<file path="config.mk">
export PLATFORM = sky130hd
export DESIGN_NAME = i2s_clock_controller_flat
export DESIGN_NICKNAME = d
export VERILOG_FILES = /design/src/rtl/i2s_clock_controller_if.sv /design/src/rtl/i2s_clock_controller.sv /design/src/flat_wrapper.sv
export SDC_FILE = /design/constraint.sdc
export NUM_CORES = 1
export LEC_CHECK = 0
export CORE_MARGIN = 3
export CORE_UTILIZATION = 60
export CTS_CLUSTER_DIAMETER = 200
export DETAILED_ROUTE_END_ITERATION = 16
export PLACE_DENSITY_LB_ADDON = 0.05
export SETUP_SLACK_MARGIN = 0.4
export SLEW_MARGIN = 20
export SYNTH_ARGS = -nofsm -noshare
export SYNTH_HDL_FRONTEND = slang
export SYNTH_SLANG_ARGS = --single-unit
</file>
<file path="constraint.sdc">
create_clock -name clk_i -period 1.4 [get_ports clk_i]
set_clock_uncertainty 0.05 [all_clocks]
set_input_delay 0.28 -clock clk_i [delete_from_list [all_inputs] [get_ports clk_i]]
set_output_delay 0.28 -clock clk_i [all_outputs]
set_load 0.01 [all_outputs]
</file>
<file path="src/rtl/i2s_clock_controller_if.sv">
// i2s_clock_controller_if: run request and I2S clock/status outputs of the controller
interface i2s_clock_controller_if;
  logic       enable_i;
  logic       bclk_o;
  logic       lrclk_o;
  logic       frame_start_o;
  logic       rx_en_o;
  logic       busy_o;
  logic [1:0] state_o;
  modport master(input enable_i, output bclk_o, lrclk_o, frame_start_o, rx_en_o, busy_o, state_o);
  modport slave(output enable_i, input bclk_o, lrclk_o, frame_start_o, rx_en_o, busy_o, state_o);
endinterface

</file>
<file path="src/rtl/i2s_clock_controller.sv">
// i2s_clock_controller: generates I2S bclk/lrclk with ADC settle, run and frame-aligned stop
module i2s_clock_controller #(
  parameter int BCLK_DIV      = 8,
  parameter int SLOT_WIDTH    = 32,
  parameter int SETTLE_FRAMES = 4
) (
  input logic                    clk_i,
  input logic                    rst_n_i,
  i2s_clock_controller_if.master bus
);
  localparam int BW = $clog2(2 * SLOT_WIDTH);
  localparam int FW = SETTLE_FRAMES > 0 ? $clog2(SETTLE_FRAMES + 1) : 1;
  localparam logic [7:0]    DIV_LAST = 8'(BCLK_DIV - 1);
  localparam logic [BW-1:0] BIT_LAST = BW'(2 * SLOT_WIDTH - 1);
  localparam logic [BW-1:0] SLOT     = BW'(SLOT_WIDTH);
  localparam logic [FW-1:0] SF_MAX   = FW'(SETTLE_FRAMES);
  localparam logic [FW-1:0] SF_LAST  = FW'(SETTLE_FRAMES - 1);

  typedef enum logic [1:0] {IDLE, SETTLE, RUN, STOP} state_t;

  state_t        state, next;
  logic [1:0]    rst_sync;
  logic          rst_n;
  logic [7:0]    div_cnt;
  logic [BW-1:0] bit_cnt, bit_nxt;
  logic [FW-1:0] frame_cnt;
  logic          bclk, lrclk, frame_start, rx_en, busy;
  logic          dwrap, fall, fwrap, clr;

  assign rst_n   = rst_sync[1];
  assign dwrap   = div_cnt == DIV_LAST;
  assign fall    = dwrap && bclk;
  assign fwrap   = fall && bit_cnt == BIT_LAST;
  assign bit_nxt = fwrap ? '0 : bit_cnt + BW'(1);
  assign clr     = state == IDLE || next == IDLE;

  assign bus.bclk_o        = bclk;
  assign bus.lrclk_o       = lrclk;
  assign bus.frame_start_o = frame_start;
  assign bus.rx_en_o       = rx_en;
  assign bus.busy_o        = busy;
  assign bus.state_o       = state;

  // reset asserts immediately, releases two clk_i edges later
  always_ff @(posedge clk_i or negedge rst_n_i)
    if (!rst_n_i) rst_sync <= '0;
    else rst_sync <= {rst_sync[0], 1'b1};

  // state register
  always_ff @(posedge clk_i or negedge rst_n)
    if (!rst_n) state <= IDLE;
    else state <= next;

  // next state: settle counts frames, stop waits for the frame wrap
  always_comb begin
    next = state;
    unique case (state)
      IDLE:   next = bus.enable_i ? (SETTLE_FRAMES == 0 ? RUN : SETTLE) : IDLE;
      SETTLE: next = !bus.enable_i ? IDLE : (fwrap && frame_cnt == SF_LAST) ? RUN : SETTLE;
      RUN:    next = bus.enable_i ? RUN : STOP;
      STOP:   next = fwrap ? IDLE : STOP;
    endcase
  end

  // clock divider, bit/frame counters and registered outputs; IDLE holds everything at zero
  always_ff @(posedge clk_i or negedge rst_n)
    if (!rst_n) begin
      div_cnt     <= '0;
      bit_cnt     <= '0;
      frame_cnt   <= '0;
      bclk        <= 1'b0;
      lrclk       <= 1'b0;
      frame_start <= 1'b0;
      rx_en       <= 1'b0;
      busy        <= 1'b0;
    end else begin
      busy        <= next != IDLE;
      frame_start <= fwrap && !clr;
      rx_en       <= (state == RUN || state == STOP) ? next != IDLE : state == IDLE && next == RUN;
      if (clr) begin
        div_cnt   <= '0;
        bit_cnt   <= '0;
        frame_cnt <= '0;
        bclk      <= 1'b0;
        lrclk     <= 1'b0;
      end else begin
        div_cnt <= dwrap ? '0 : div_cnt + 8'd1;
        bclk    <= bclk ^ dwrap;
        if (fall) begin
          bit_cnt <= bit_nxt;
          lrclk   <= bit_nxt >= SLOT;
        end
        if (state == SETTLE && fwrap && frame_cnt != SF_MAX) frame_cnt <= frame_cnt + FW'(1);
      end
    end
endmodule

</file>
<file path="src/flat_wrapper.sv">
// flat-port wrapper written by rule: the top's interface ports become plain ports
module i2s_clock_controller_flat 
#(
  parameter int BCLK_DIV      = 8,
  parameter int SLOT_WIDTH    = 32,
  parameter int SETTLE_FRAMES = 4
)
  (clk_i, rst_n_i, bus_enable_i, bus_bclk_o, bus_lrclk_o, bus_frame_start_o, bus_rx_en_o, bus_busy_o, bus_state_o);
  i2s_clock_controller_if bus_i ();
  input logic clk_i;
  input logic rst_n_i;
  input wire logic [$bits(bus_i.enable_i)-1:0] bus_enable_i;
  output wire logic [$bits(bus_i.bclk_o)-1:0] bus_bclk_o;
  output wire logic [$bits(bus_i.lrclk_o)-1:0] bus_lrclk_o;
  output wire logic [$bits(bus_i.frame_start_o)-1:0] bus_frame_start_o;
  output wire logic [$bits(bus_i.rx_en_o)-1:0] bus_rx_en_o;
  output wire logic [$bits(bus_i.busy_o)-1:0] bus_busy_o;
  output wire logic [$bits(bus_i.state_o)-1:0] bus_state_o;
  assign bus_i.enable_i = bus_enable_i;
  assign bus_bclk_o = bus_i.bclk_o;
  assign bus_lrclk_o = bus_i.lrclk_o;
  assign bus_frame_start_o = bus_i.frame_start_o;
  assign bus_rx_en_o = bus_i.rx_en_o;
  assign bus_busy_o = bus_i.busy_o;
  assign bus_state_o = bus_i.state_o;
  i2s_clock_controller #(.BCLK_DIV(BCLK_DIV), .SLOT_WIDTH(SLOT_WIDTH), .SETTLE_FRAMES(SETTLE_FRAMES)) u_core (.clk_i(clk_i), .rst_n_i(rst_n_i), .bus(bus_i));
endmodule
</file>
# Word level (Yosys, flattened, before mapping)
# Cells that the tools add are included.
[totals]
reg_bits = 26
inputBits = 3
out_inout_bits = 7
elab_cells = 55
[op_classes]
addsub = 3
n_lt_le_gt_ge = 1
n_eq_ne = 8
muxes = 17
n_bitwise = 1
n_reduce_logical = 15
[op_table]
columns = ["operator", "n"]
rows = [
  ["two-way mux 6 bit", 3],
  ["two-way mux 8 bit", 2],
  ["adder 8 x 1 -> 8 bit (second input constant)", 1],
  ["== test 8 x 3 -> 1 bit (second input constant)", 1],
  ["one-hot mux 2 bit (4 select lines)", 1],
  ["logical AND 1 bit", 7],
  ["adder 6 x 1 -> 6 bit (second input constant)", 1],
  ["== test 2 bit (second input constant)", 3],
  ["== test 6 bit (second input constant)", 1],
  [">= comparator 6 bit (second input constant)", 1],
  ["two-way mux 1 bit", 6],
  ["two-way mux 2 bit", 3],
  ["two-way mux 3 bit", 2],
  ["nonzero test 2 bit", 3],
  ["logical NOT 2 bit", 2],
  ["adder 3 x 1 -> 3 bit (second input constant)", 1],
  ["== test 3 x 2 -> 1 bit (second input constant)", 1],
  ["!= test 3 bit (second input constant)", 1],
  ["== test 2 x 1 -> 1 bit (second input constant)", 1],
  ["logical OR 1 bit", 2],
  ["logical NOT 1 bit", 1],
  ["bitwise XOR 1 bit", 1],
]

# Depth between registers and ports, before layout
[logic_depth]
word_depth = 11
mapped_depth = 9
depth_no_buf = 8

# Worst setup path before layout
# No wires, ideal clock.
[synth_timing]
path_kind = "flip-flop to flip-flop"
start = "reg u_core.div_cnt[3]"
end = "reg u_core.div_cnt[2]"
setup_ns = 0.119
arrival_ns = 2.196
required_ns = 1.231
slack_ns = -0.965
stages_incl_launch_ff = 9
n_path_buf = 1
period_less_slack_ns = 2.365
cell_sequence = "dfrtp_1 or4_1 nor3_2 ha_1 nand4_1 or2_4 a21oi_4 buf_6 nor2_1"
[synth_via]
elab_chain_len = 10
elab_cells_between_ends = 12
classes_between = "eq/ne: 1; mux: 6; reduce/logical: 5"
[synth_rtl]
columns = ["element", "line_no", "text"]
rows = [
  ["from (decl)", "i2s_clock_controller.sv:24", "logic [7:0] div_cnt;"],
  ["from (signal assigned)", "i2s_clock_controller.sv:87", "div_cnt <= dwrap ? '0 : div_cnt + 8'd1;"],
  ["== test 8 x 3 -> 1 bit (*)", "i2s_clock_controller.sv:31", "assign dwrap = div_cnt == DIV_LAST;"],
  ["logical AND 1 bit", "i2s_clock_controller.sv:32", "assign fall = dwrap && bclk;"],
  ["logical AND 1 bit", "i2s_clock_controller.sv:33", "assign fwrap = fall && bit_cnt == BIT_LAST;"],
  ["logical AND 1 bit", "i2s_clock_controller.sv:59", "SETTLE: next = !bus.enable_i ? IDLE : (fwrap && frame_cnt == SF_LAST) ? RUN : SETTLE;"],
  ["two-way mux 2 bit (2 in series)", "i2s_clock_controller.sv:59", ""],
  ["one-hot mux 2 bit (4 select lines)", "i2s_clock_controller.sv:57", "unique case (state)"],
  ["logical NOT 2 bit", "i2s_clock_controller.sv:35", "assign clr = state == IDLE || next == IDLE;"],
  ["logical OR 1 bit", "i2s_clock_controller.sv:35", ""],
  ["two-way mux 8 bit (*)", "i2s_clock_controller.sv:80", "if (clr) begin"],
]
# Every way passes the cells marked *; elsewhere a longest branch is shown, timed or not.
# A chain may end at the register's enable or synchronous reset.

# Final worst setup path
[layout_timing]
start = "reg u_core.div_cnt[3]"
end = "reg u_core.frame_cnt[2]"
[layout_via]
elab_chain_len = 10
elab_cells_between_ends = 14
classes_between = "eq/ne: 1; mux: 5; reduce/logical: 8"
[layout_rtl]
columns = ["element", "line_no", "text"]
rows = [
  ["== test 8 x 3 -> 1 bit (*)", "i2s_clock_controller.sv:31", ""],
  ["logical AND 1 bit (*)", "i2s_clock_controller.sv:32", ""],
  ["logical AND 1 bit (*)", "i2s_clock_controller.sv:33", ""],
  ["logical AND 1 bit", "i2s_clock_controller.sv:59", ""],
  ["two-way mux 2 bit (2 in series)", "i2s_clock_controller.sv:59", ""],
  ["one-hot mux 2 bit (4 select lines)", "i2s_clock_controller.sv:57", ""],
  ["logical NOT 2 bit", "i2s_clock_controller.sv:35", ""],
  ["logical OR 1 bit", "i2s_clock_controller.sv:35", ""],
  ["two-way mux 3 bit / nonzero test 2 bit (equally long branches)", "--", ""],
  ["to (signal assigned)", "i2s_clock_controller.sv:93", "if (state == SETTLE && fwrap && frame_cnt != SF_MAX) frame_cnt <= frame_cnt + FW'(1);"],
  ["to (decl)", "i2s_clock_controller.sv:26", "logic [FW-1:0] frame_cnt;"],
]
# Marks and branches as above.

==> impl_results.md <==
* Final critical-path share of the clock period at 1.74
* CTS Buffer Depth at 2
* R2r setup slk at -1.03 ns
* Fin util at 0.961
* Switch share at 0.219
* Crit Path Max Fanout at 5
* Yosys cell types at 39
* CP Capture Type: flop
* DIE AREA at between 2000 and 3000 um2
* Core ar. at about 1800 um2
* PwrDens at approximately 790 nW/um2
* Hpwl dp at about 2000 um
* Via count at around 1.3k
* Final setup fails at 25
* CTS tree: done
* Flop pwr share at 0.550
* Gr usage total at 0.291
* Violated checks: setup timing
* Mean Syn Cell Area at between 10 and 15 um2
* Share of layout cells above drive strength 1 at 0.404
* DP Cell Count at ~180
* Mapped Area at 1250 um2
* Largest net degree at the start of global routing at 25
* Drt initial violations at between 100 and 150
* Worst Hold Class: in2async
* Die W at between 50 and 60 um
* Hold Vio Cnt, Final at 0
* Setup_tns at -22.71 ns
* IO Count at 10
* Syn nets at 126
* DRT antenna net count at 0
* First-pass iteration count of the detailed router at 6
* Warnings, synthesis at 0
* Worst Setup EP: u_core.frame_cnt[2]$_DFFE_PN0P_
* Antenna violations before repair at 0
* Hold slack at about 0.020 ns
* Finished Cell Area at 1770 um2
* Layout area overhead at 41.2%
* Root buf cell: clkbuf_4
* CP Launch Point: u_core.div_cnt[3]$_DFF_PN0_
* Kind of critical path: reg2reg
* Placer congestion estimate at 0.881
* Total CTS buffers at 3
* Row count at 15
* Post-synth top flop: dfrtp_1
* Max Clk Rate at 411 MHz
* Post-synth EDFFs at 0
* Post-Synthesis Cells at 117
* Number of global-route vias before repair at approximately 1.2k
* RSZ-0062 raised after global routing: true
* WP data arrival at between 2 and 3 ns
* Status: complete, but fails checks
* Clk_lat worst skew at around 0.35 ns
* Nets@finish at approximately 180
* Worst setup SP type: flop
* Layout Cells excl Fill at around 190
* CTS Hold Buffers Added at 0
* Grt ovf at 0
* Post-layout min period at approximately 2.4 ns
* MaxCap Viol Count at 0
* Total power at roughly 1.4 mW
* Max IR drop VDD at 0.896 mV
* Switching pwr at between 300 and 400 uW
* Detail-routed via count per cell at ~6.8
* Reg2reg start: u_core.div_cnt[3]$_DFF_PN0_
* Leakage at 0.831 nW
* Worst Path Required at 1.64 ns
* Seq cells post-synth at 26
* Seq/Total Area, Yosys at 0.519
* Routed WL per cell at 24.2 um
* Die height at just over 50 um
* Total wire length at 4620 um
* Slew Limit Fails at 0
* Htree depth at 1
* Worst slack, placed at -0.899 ns
* Ys async rst share at 1.00
* R2r endpoint: u_core.frame_cnt[2]$_DFFE_PN0P_
* Post-route setup slack at -1.03 ns
* Most frequent cells in the layout: buf_4, dfrtp_1, nor2_1
* Internal power at around 1.1 mW
* Clk pwr share at 0.391
* Starting Density at 0.681
* # DRC at 0
* Commonest non-fill, non-tap cell in the layout: buf_4
* # port buffers at 9
* Diode count at 0
* Worst r2r path cells at 7
* Placement Cell Area at between 1500 and 2000 um2
* Clock slew seen by the registers of the worst setup and hold paths at 0.16 ns
* First-pass GRT wire length at ~5600 um
* Logic pwr share at 0.059
* Clock sink count at 26
## registers in the layout (all words and copies together) (netlist names)
signal,cells
u_core.bus.frame_start_o,1
u_core.bus.lrclk_o,1
u_core.bus.rx_en_o,1
u_core.bus.busy_o,1
u_core.frame_cnt,3
u_core.rst_sync,2
u_core.bus.state_o,2
u_core.div_cnt,8
u_core.bit_cnt,6
u_core.bus.bclk_o,1
## per-layer routing
metal | track usage | share of wire | up-vias
li1 | - | - | 510
met1 | 0.350 | 0.34 | 609
met2 | 0.502 | 0.45 | 120
met3 | 0.0716 | 0.12 | 65
met4 | 0.105 | 0.095 | 0
met5 | 0 | 0 | -
## kinds of logic after synthesis
logic type	Yosys count	synth area share
adder cells (fa/ha/maj)	6	0.0599
flip-flops	26	0.519
multiplexers	1	0.00799
XOR/XNOR	9	0.0629
AO/OA/AOI/OAI	15	0.0879
buffers and inverters	8	0.0300
AND/OR/NAND/NOR	51	0.229
other	1	0.00299
## worst max-delay path, cell delays in order, from the launching register on
cell     delay [ns]
dfrtp_1        0.42
or4_1          0.54
nor3_2         0.17
ha_2           0.22
nand4_1        0.15
or2_4          0.30
or3_4          0.34
a21oi_2        0.17
## synth_stat cells, types with 2 or more instances
cell / count / area [um2]
nor3_1: 3 / 15.0
ha_1: 6 / 75.1
nand2_1: 4 / 15.0
clkbuf_1: 2 / 7.51
nand4_1: 5 / 31.3
and3_1: 2 / 12.5
xor2_1: 6 / 52.6
nand3_1: 6 / 30.0
dfrtp_1: 26 / 651
nand2b_1: 2 / 12.5
nor3b_1: 2 / 15.0
xnor2_1: 3 / 26.3
inv_1: 5 / 18.8
a21oi_1: 4 / 20.0
o21ai_0: 3 / 15.0
nor2_1: 15 / 56.3
## repair_timing
action	4_1_cts	5_1_grt
pin swaps	0	5
endpoints found under the setup margin	31	31
buffers inserted	5	5
resized for setup	32	16
## worst min-delay path by stage
stage                                      start                           end  slack, ns  cells after the start
finish                                   rst_n_i  u_core.rst_sync[1]$_DFF_PN0_       0.02                      1
global route                             rst_n_i  u_core.rst_sync[1]$_DFF_PN0_       0.02                      1
CTS                                      rst_n_i  u_core.rst_sync[1]$_DFF_PN0_       0.04                      1
detailed placement  u_core.rst_sync[1]$_DFF_PN0_   u_core.div_cnt[7]$_DFF_PN0_       0.17                      1
global placement    u_core.rst_sync[1]$_DFF_PN0_   u_core.div_cnt[7]$_DFF_PN0_       0.17                      1
floorplan                                rst_n_i  u_core.rst_sync[0]$_DFF_PN0_      -0.07                      0
## power groups by stage
stage | clock network, mW | registers, mW | logic (mW)
floorplan | 0 | 0.788 | 0.0201
global placement | 0 | 0.778 | 0.0691
detailed placement | 0 | 0.778 | 0.0706
CTS | 0.518 | 0.763 | 0.0724
global route | 0.563 | 0.765 | 0.0864
finish | 0.544 | 0.765 | 0.0817
## layout make-up
class | count | area [um2]
flip-flops and latches | 26 | 651
multi-input cells | 83 | 623
repair buffers | 48 | 392
fillers | 38 | 71.3
well taps | 25 | 31.3
clock inverters | 1 | 30.0
clock buffers | 3 | 22.5
inverters | 5 | 18.8
No activity file was read; power rests on OpenSTA's default activity.
